### src/rtl/nn_pkg.sv
`timescale 1ns/1ps
`default_nettype none
// ============================================================================
// Module      : nn_pkg
// Description : Shared constants for the CNN datapath: pooling mode codes,
//               pooling row-state encodings and a width helper.
// Ports       : none (package)
// Revision    : 1.0 - initial release
// ============================================================================
package nn_pkg;

    // Pooling mode codes, as carried on avg_mode.
    localparam logic c_POOL_MAX = 1'b0;
    localparam logic c_POOL_AVG = 1'b1;

    // Pooling row-state encodings.
    localparam logic [1:0] c_S_TOP  = 2'd0;
    localparam logic [1:0] c_S_SKIP = 2'd1;
    localparam logic [1:0] c_S_BOT  = 2'd2;

    // Ceiling log2, never less than 1 so the result can size a counter or an
    // index even when the count collapses to a single entry.
    function automatic int clog2(input int value);
        int r;
        r = 0;
        for (int i = 0; i < 31; i++) begin
            if ((32'sd1 <<< i) < value) begin
                r = i + 1;
            end
        end
        return (r < 1) ? 1 : r;
    endfunction

endpackage : nn_pkg
`default_nettype wire

### src/rtl/pool_pair_reduce.sv
`timescale 1ns/1ps
`default_nettype none
// ============================================================================
// Module      : pool_pair_reduce
// Description : Combinational reduction of two samples: either the larger of
//               the two or their full-width sum. Operands are sign-extended
//               when SIGNED is non-zero, zero-extended otherwise.
// Ports       : avg_mode  in   c_POOL_MAX selects max, c_POOL_AVG selects sum
//               a, b      in   DATA_W-bit operands
//               result    out  DATA_W+1 bits: extended max, or a+b
// Revision    : 1.0 - initial release
// ============================================================================
module pool_pair_reduce
    import nn_pkg::*;
#(
    parameter int DATA_W = 8,
    parameter int SIGNED = 0
) (
    input  logic              avg_mode,
    input  logic [DATA_W-1:0] a,
    input  logic [DATA_W-1:0] b,
    output logic [DATA_W:0]   result
);

    logic [DATA_W:0] w_a_ext;
    logic [DATA_W:0] w_b_ext;
    logic            w_a_gt;

    // After extension both operands compare correctly as signed values:
    // zero-extended unsigned samples are always non-negative.
    assign w_a_ext = {(SIGNED != 0) & a[DATA_W-1], a};
    assign w_b_ext = {(SIGNED != 0) & b[DATA_W-1], b};
    assign w_a_gt  = $signed(w_a_ext) > $signed(w_b_ext);

    assign result = (avg_mode == c_POOL_MAX) ? (w_a_gt ? w_a_ext : w_b_ext)
                                             : (w_a_ext + w_b_ext);

endmodule : pool_pair_reduce
`default_nettype wire

### src/rtl/maxpool2d_stream.sv
`timescale 1ns/1ps
`default_nettype none
// ============================================================================
// Module      : maxpool2d_stream
// Description : Streaming 2x2 / stride-2 max or average pooling. Raster-order
//               pixels with all channels packed per beat; one pooled pixel is
//               produced per window. A one-row line buffer keeps the top-row
//               pair results until the bottom row arrives.
// Ports       : clk        in   rising-edge clock
//               rst_n      in   asynchronous active-low reset
//               flush      in   synchronous frame abort
//               avg_mode   in   0 max, 1 average; latched at pixel (0,0)
//               in_valid   in   input beat valid
//               in_ready   out  input beat accepted when valid & ready
//               in_data    in   CHANNELS x DATA_W, channel c at [c*DATA_W+:DATA_W]
//               out_valid  out  pooled pixel valid
//               out_ready  in   downstream accepts
//               out_data   out  pooled pixel, same packing as in_data
//               out_last   out  final pooled pixel of the frame
// Revision    : 1.0 - initial release
// ============================================================================
module maxpool2d_stream
    import nn_pkg::*;
#(
    parameter int DATA_W   = 8,
    parameter int CHANNELS = 2,
    parameter int IMG_W    = 6,
    parameter int IMG_H    = 6,
    parameter int SIGNED   = 0
) (
    input  logic                         clk,
    input  logic                         rst_n,
    input  logic                         flush,
    input  logic                         avg_mode,
    input  logic                         in_valid,
    output logic                         in_ready,
    input  logic [CHANNELS*DATA_W-1:0]   in_data,
    output logic                         out_valid,
    input  logic                         out_ready,
    output logic [CHANNELS*DATA_W-1:0]   out_data,
    output logic                         out_last
);

    localparam int c_OW    = IMG_W / 2;
    localparam int c_OH    = IMG_H / 2;
    localparam int c_COL_W = clog2(IMG_W);
    localparam int c_ROW_W = clog2(IMG_H);
    localparam int c_IDX_W = clog2(c_OW);
    localparam int c_PW    = DATA_W + 1;          // pair-result width
    localparam int c_DW    = CHANNELS * DATA_W;
    localparam int c_LW    = CHANNELS * c_PW;

    localparam logic [c_COL_W-1:0] c_COL_LAST      = c_COL_W'(IMG_W - 1);
    localparam logic [c_COL_W-1:0] c_COL_POOL_LAST = c_COL_W'(2 * c_OW - 1);
    localparam logic [c_ROW_W-1:0] c_ROW_LAST      = c_ROW_W'(IMG_H - 1);
    localparam logic [c_ROW_W-1:0] c_ROW_POOL_LAST = c_ROW_W'(2 * c_OH - 1);
    localparam logic               c_W_ODD         = (IMG_W % 2) != 0;
    localparam logic               c_H_ODD         = (IMG_H % 2) != 0;

    logic [c_COL_W-1:0] r_col;
    logic [c_ROW_W-1:0] r_row;
    logic [1:0]         r_state;
    logic [1:0]         w_state_nxt;
    logic               r_mode;
    logic [c_DW-1:0]    r_hold;
    logic [c_LW-1:0]    r_line_buf [c_OW];
    logic               r_out_valid;
    logic [c_DW-1:0]    r_out_data;
    logic               r_out_last;

    logic               w_accept;
    logic               w_col_end;
    logic               w_row_end;
    logic               w_col_pooled;
    logic               w_pair;
    logic               w_load;
    logic               w_pos_last;
    logic [c_IDX_W-1:0] w_lb_idx;
    logic [c_LW-1:0]    w_lb_rd;
    logic [c_LW-1:0]    w_pair_all;
    logic [c_DW-1:0]    w_res;

    // A new result may only be loaded when the output register is empty or
    // being drained this cycle, which is exactly when a beat can be taken.
    assign in_ready  = ~flush & (~r_out_valid | out_ready);
    assign w_accept  = in_valid & in_ready;

    assign w_col_end = (r_col == c_COL_LAST);
    assign w_row_end = w_accept & w_col_end;

    // With an odd width only the last column falls outside every window.
    assign w_col_pooled = ~c_W_ODD | (r_col != c_COL_LAST);
    assign w_pair       = w_accept & r_col[0] & w_col_pooled;
    assign w_load       = w_pair & (r_state == c_S_BOT);
    assign w_pos_last   = (r_row == c_ROW_POOL_LAST) & (r_col == c_COL_POOL_LAST);

    assign w_lb_idx = c_IDX_W'(r_col >> 1);
    assign w_lb_rd  = r_line_buf[w_lb_idx];

    // Per channel: horizontal pair step, then vertical step against the
    // line buffer. The vertical sum is DATA_W+2 bits; dropping its two LSBs
    // is the floor divide by four in both signed and unsigned arithmetic.
    for (genvar c = 0; c < CHANNELS; c++) begin : g_ch
        logic [DATA_W+1:0] w_vsum;

        pool_pair_reduce #(
            .DATA_W (DATA_W),
            .SIGNED (SIGNED)
        ) u_pair_h (
            .avg_mode (r_mode),
            .a        (r_hold[c*DATA_W +: DATA_W]),
            .b        (in_data[c*DATA_W +: DATA_W]),
            .result   (w_pair_all[c*c_PW +: c_PW])
        );

        pool_pair_reduce #(
            .DATA_W (c_PW),
            .SIGNED (SIGNED)
        ) u_pair_v (
            .avg_mode (r_mode),
            .a        (w_pair_all[c*c_PW +: c_PW]),
            .b        (w_lb_rd[c*c_PW +: c_PW]),
            .result   (w_vsum)
        );

        assign w_res[c*DATA_W +: DATA_W] = (r_mode == c_POOL_AVG) ? w_vsum[DATA_W+1:2]
                                                                  : w_vsum[DATA_W-1:0];
    end

    // Row state machine: next state.
    always_comb begin
        w_state_nxt = r_state;
        if (flush) begin
            w_state_nxt = c_S_TOP;
        end else if (w_row_end) begin
            case (r_state)
                c_S_TOP: w_state_nxt = c_S_BOT;
                c_S_BOT: begin
                    if ((r_row == c_ROW_POOL_LAST) && c_H_ODD) begin
                        w_state_nxt = c_S_SKIP;
                    end else begin
                        w_state_nxt = c_S_TOP;
                    end
                end
                default: w_state_nxt = c_S_TOP;
            endcase
        end
    end

    // Row state machine: state register.
    always_ff @(posedge clk or negedge rst_n) begin
        if (!rst_n) begin
            r_state <= c_S_TOP;
        end else begin
            r_state <= w_state_nxt;
        end
    end

    // Counters, mode latch and output register.
    always_ff @(posedge clk or negedge rst_n) begin
        if (!rst_n) begin
            r_col       <= '0;
            r_row       <= '0;
            r_mode      <= c_POOL_MAX;
            r_out_valid <= 1'b0;
            r_out_data  <= '0;
            r_out_last  <= 1'b0;
        end else if (flush) begin
            r_col       <= '0;
            r_row       <= '0;
            r_out_valid <= 1'b0;
            r_out_last  <= 1'b0;
        end else begin
            if (w_accept) begin
                if ((r_col == '0) && (r_row == '0)) begin
                    r_mode <= avg_mode;
                end
                if (w_col_end) begin
                    r_col <= '0;
                    r_row <= (r_row == c_ROW_LAST) ? '0 : r_row + c_ROW_W'(1);
                end else begin
                    r_col <= r_col + c_COL_W'(1);
                end
            end
            if (w_load) begin
                r_out_valid <= 1'b1;
                r_out_data  <= w_res;
                r_out_last  <= w_pos_last;
            end else if (out_ready) begin
                r_out_valid <= 1'b0;
                r_out_last  <= 1'b0;
            end
        end
    end

    // Hold register and line buffer carry no reset: every entry is written
    // before it is read within a frame.
    always_ff @(posedge clk) begin
        if (w_accept & ~r_col[0]) begin
            r_hold <= in_data;
        end
        if (w_pair & (r_state == c_S_TOP)) begin
            r_line_buf[w_lb_idx] <= w_pair_all;
        end
    end

    assign out_valid = r_out_valid;
    assign out_data  = r_out_data;
    assign out_last  = r_out_last;

endmodule : maxpool2d_stream
`default_nettype wire
### config.mk
export PLATFORM = sky130hd
export DESIGN_NAME = maxpool2d_stream
export DESIGN_NICKNAME = d
export VERILOG_FILES = /design/src/rtl/nn_pkg.sv /design/src/rtl/pool_pair_reduce.sv /design/src/rtl/maxpool2d_stream.sv
export SDC_FILE = /design/constraint.sdc
export NUM_CORES = 1
export LEC_CHECK = 0
export ABC_CLOCK_PERIOD_IN_PS = 4300
export BUFFER_PORTS_ARGS = -buffer_cell sky130_fd_sc_hd__buf_4
export CAP_MARGIN = 40
export CORE_MARGIN = 1
export CORE_UTILIZATION = 55
export DETAILED_ROUTE_END_ITERATION = 8
export PLACE_DENSITY_LB_ADDON = 0.05
export SLEW_MARGIN = 25
export SYNTH_ARGS = -nofsm -noshare
export SYNTH_HDL_FRONTEND = slang
export SYNTH_SLANG_ARGS = --single-unit
### constraint.sdc
create_clock -name clk -period 4.3 [get_ports clk]
set_input_delay 0.86 -clock clk [delete_from_list [all_inputs] [get_ports clk]]
set_output_delay 0.86 -clock clk [all_outputs]
set_load 0.005 [all_outputs]
==> reports/qor.csv <==
metric;value;unit
status;complete, no violations;
drv_cap;0;
syn-num-nets;668;
maxSlewHeadroom;56.5;%
required;4.56;ns
synth_top_family_by_area;adder cells;
synth-simple-area-share;10.2;%
pwr_density_cell;346;nW/um^2
path_clk_slew;0.10;ns
vias;4457;
yosysWarnings;0;
io_pins;41;
startpoint_type;input pin;
cts_setup_buffers;0;
synth-edff-count;70;
power.internal;1.65;mW
crit_start;in_data[9];
grt_overflow;0;
cts_hold_buf;0;
synthTopCellsByCount;70 x edfxtp_1, 70 x ha_1, 54 x inv_1, 50 x a21oi_1, 48 x nor2_1;
antenna_left;0;
critPathMaxFanout;5;
die_area;11600;sq um
hold_class;in2async;
ys_ff_latch;96;
end_kind;flop;
max_freq;0.251;GHz
fillers;882;
grt_pass1_vias;4425;
syn_area;6160;sq um
p_seq_share;43.2;%
reg2reg_to;out_data[12];
synthCells;574;
min_period_over_period;92.6;%
whs;0.401;ns
ys.flop_type;edfxtp_1;
coreArea;10900;sq um
register_area;2750;sq um
clock-skew-final;0.0104;ns
crit_type;in2reg;
cts_tree;done;
wl_met1;6760;microns
grt_max_degree;27;
gp_congestion;0.884;
r2r_setup_slack;0.49;ns
start_util;56.6;%
synth_area_leader_cell;edfxtp_1;
layout-drive-gt1-share;17.4;%
nets;743;
area_delta_synth_final;14.9;%
yosys.area.top_type_share;34.1;%
antenna_cells;0;
synth-adder-area-share;14.9;%
rsz0062_at_grt;no;
clkLatencyLatePin;0.38;ns
wl_per_cell;17.0;microns
clockBufferDepth;2;
r2r_cells;15;
first_pass_iters;5;
highest_layer;met4;
clock-sinks;96;
setup_viol_count_final;0;
final-hold-violation-count;0;
grt_pass1_wl;21800;microns
period_minus_slack;3.98;ns
dp_hpwl;10200;microns
ctsResizeCount;0;
port_buffers;40;
synth_area_leaders;edfxtp_1 34%, ha_1 14%, dfrtp_1 11%, mux2i_1 7.0%, a21oi_1 4.1%;
antenna_found_initial;0;
clkPwrFrac;24.3;%
p_leak;3.12;nW
async_flop_share;27.1;%
rows;38;
viasPerCell;5.61;
synth-compound-area-share;14.0;%
die_x;108;microns
cts_root_buf;clkbuf_8;
synth.area.mux_share;8.27;%
pwr-share-comb;32.6;%
r2r-start;r_hold[9];
synthXorXnorAreaFrac;3.56;%
ys_seq_area_share;44.7;%
swShare;32.6;%
drv_slew;0;
post_synth_num_cell_types;60;
crit_arrival;4.24;ns
cts_buffers;9;
routed-wl-met3;524;microns
drt_wl_total;13500;microns
multi_input_area;3140;sq um
drt-initial-drc-count;298;
die_y;108;microns
h-tree-depth;3;
peakVddDrop;0.146;mV
routed-wl-met2;5990;microns
fin_ws;0.320;ns
worstMarginPinSlew;0.646;ns
switching_power;0.798;mW
grtUsageTotal;25.1;%
drc;0;
pre_cts_ws;-0.0391;ns
avgSynthCellArea;10.7;sq um
[power groups by stage]
stage | logic (mW) | registers (mW) | clock network, mW
6_report | 0.798 | 1.06 | 0.594
5_1_grt | 0.874 | 1.06 | 0.643
3_5_place_dp | 0.781 | 1.08 | 0
2_1_floorplan | 0.544 | 1.07 | 0
3_3_place_gp | 0.763 | 1.08 | 0
4_1_cts | 0.791 | 1.06 | 0.609
[registers in the layout (all words and copies together) (netlist names)]
name	count
out_data	16
out_last	1
out_valid	1
r_col	3
r_hold	16
r_line_buf	54
r_mode	1
r_row	3
r_state	1
[cell families after synthesis]
group	count (synthesis)
xor+xnor	25
fa+ha+maj	72
compound gates	128
simple gates	132
buf+inv	71
mux	50
flops	96
[area by class of cell]
cell class / instances / area share, %
clock inverters: 5 / 0.796
well taps: 140 / 2.48
repair buffers: 79 / 8.59
clock buffers: 11 / 1.86
inverters: 56 / 2.97
flip-flops and latches: 96 / 38.9
multi-input cells: 407 / 44.4
[critical path, cell delays in order]
cell and delay (ns):
buf_4 0.10, inv_1 0.05, ha_1 0.30, nor2b_1 0.13
o211ai_1 0.15, a21oi_1 0.10, o22ai_2 0.29, mux2i_1 0.30
mux2i_1 0.17, ha_1 0.39, nor2b_1 0.15, o31ai_1 0.26
a211oi_1 0.14, o221ai_2 0.27, or2_1 0.23, o22ai_1 0.10
a211o_1 0.24
[cells in the final DEF (no fill, tap or decap), types with 6 or more instances in the layout]
master,synthesis,routed
ha_1,70,70
clkbuf_8,0,9
xnor2_1,17,17
edfxtp_1,70,70
inv_1,54,54
dfrtp_1,26,26
mux2i_1,43,43
a21oi_1,50,50
xor2_1,8,8
buf_4,0,77
o21ai_0,7,7
nand4_1,9,9
o21a_1,6,6
nand2_1,35,35
o21bai_1,6,6
a22oi_1,6,6
nor2b_1,7,7
o21ai_1,16,16
nand3_1,8,8
nor2_1,48,48
[worst max-delay path by stage]
| stage | endpoint | slack [ns] |
|---|---|---|
| after floorplan | out_data[5] | 0.17 |
| after global placement | out_data[12] | -0.02 |
| after detailed placement | out_data[14] | -0.04 |
| after CTS | out_data[14] | 0.37 |
| after global routing | out_data[14] | 0.05 |
| final | out_data[12] | 0.32 |
[routing by layer]
metal,global-route usage [%],vias to the layer above
met5,0,-
met4,9.10,0
met3,4.18,21
met2,38.1,92
met1,35.9,2138
li1,-,2206
[per-stage QoR]
| step | util [%] | std cells | area (sq um) | total power [mW] | TNS [ns] |
|---|---|---|---|---|---|
| floorplan | - | 574 | 6160 | 1.62 | 0 |
| global placement | 63.0 | 776 | 6860 | 1.84 | -0.0385 |
| detailed placement | 63.3 | 778 | 6890 | 1.86 | -0.0543 |
| CTS | 65.0 | 794 | 7080 | 2.46 | 0 |
| global route | 65.0 | 794 | 7080 | 2.58 | 0 |
| finish | 65.0 | 794 | 7080 | 2.45 | 0 |
No activity file was read; power rests on OpenSTA's default activity.
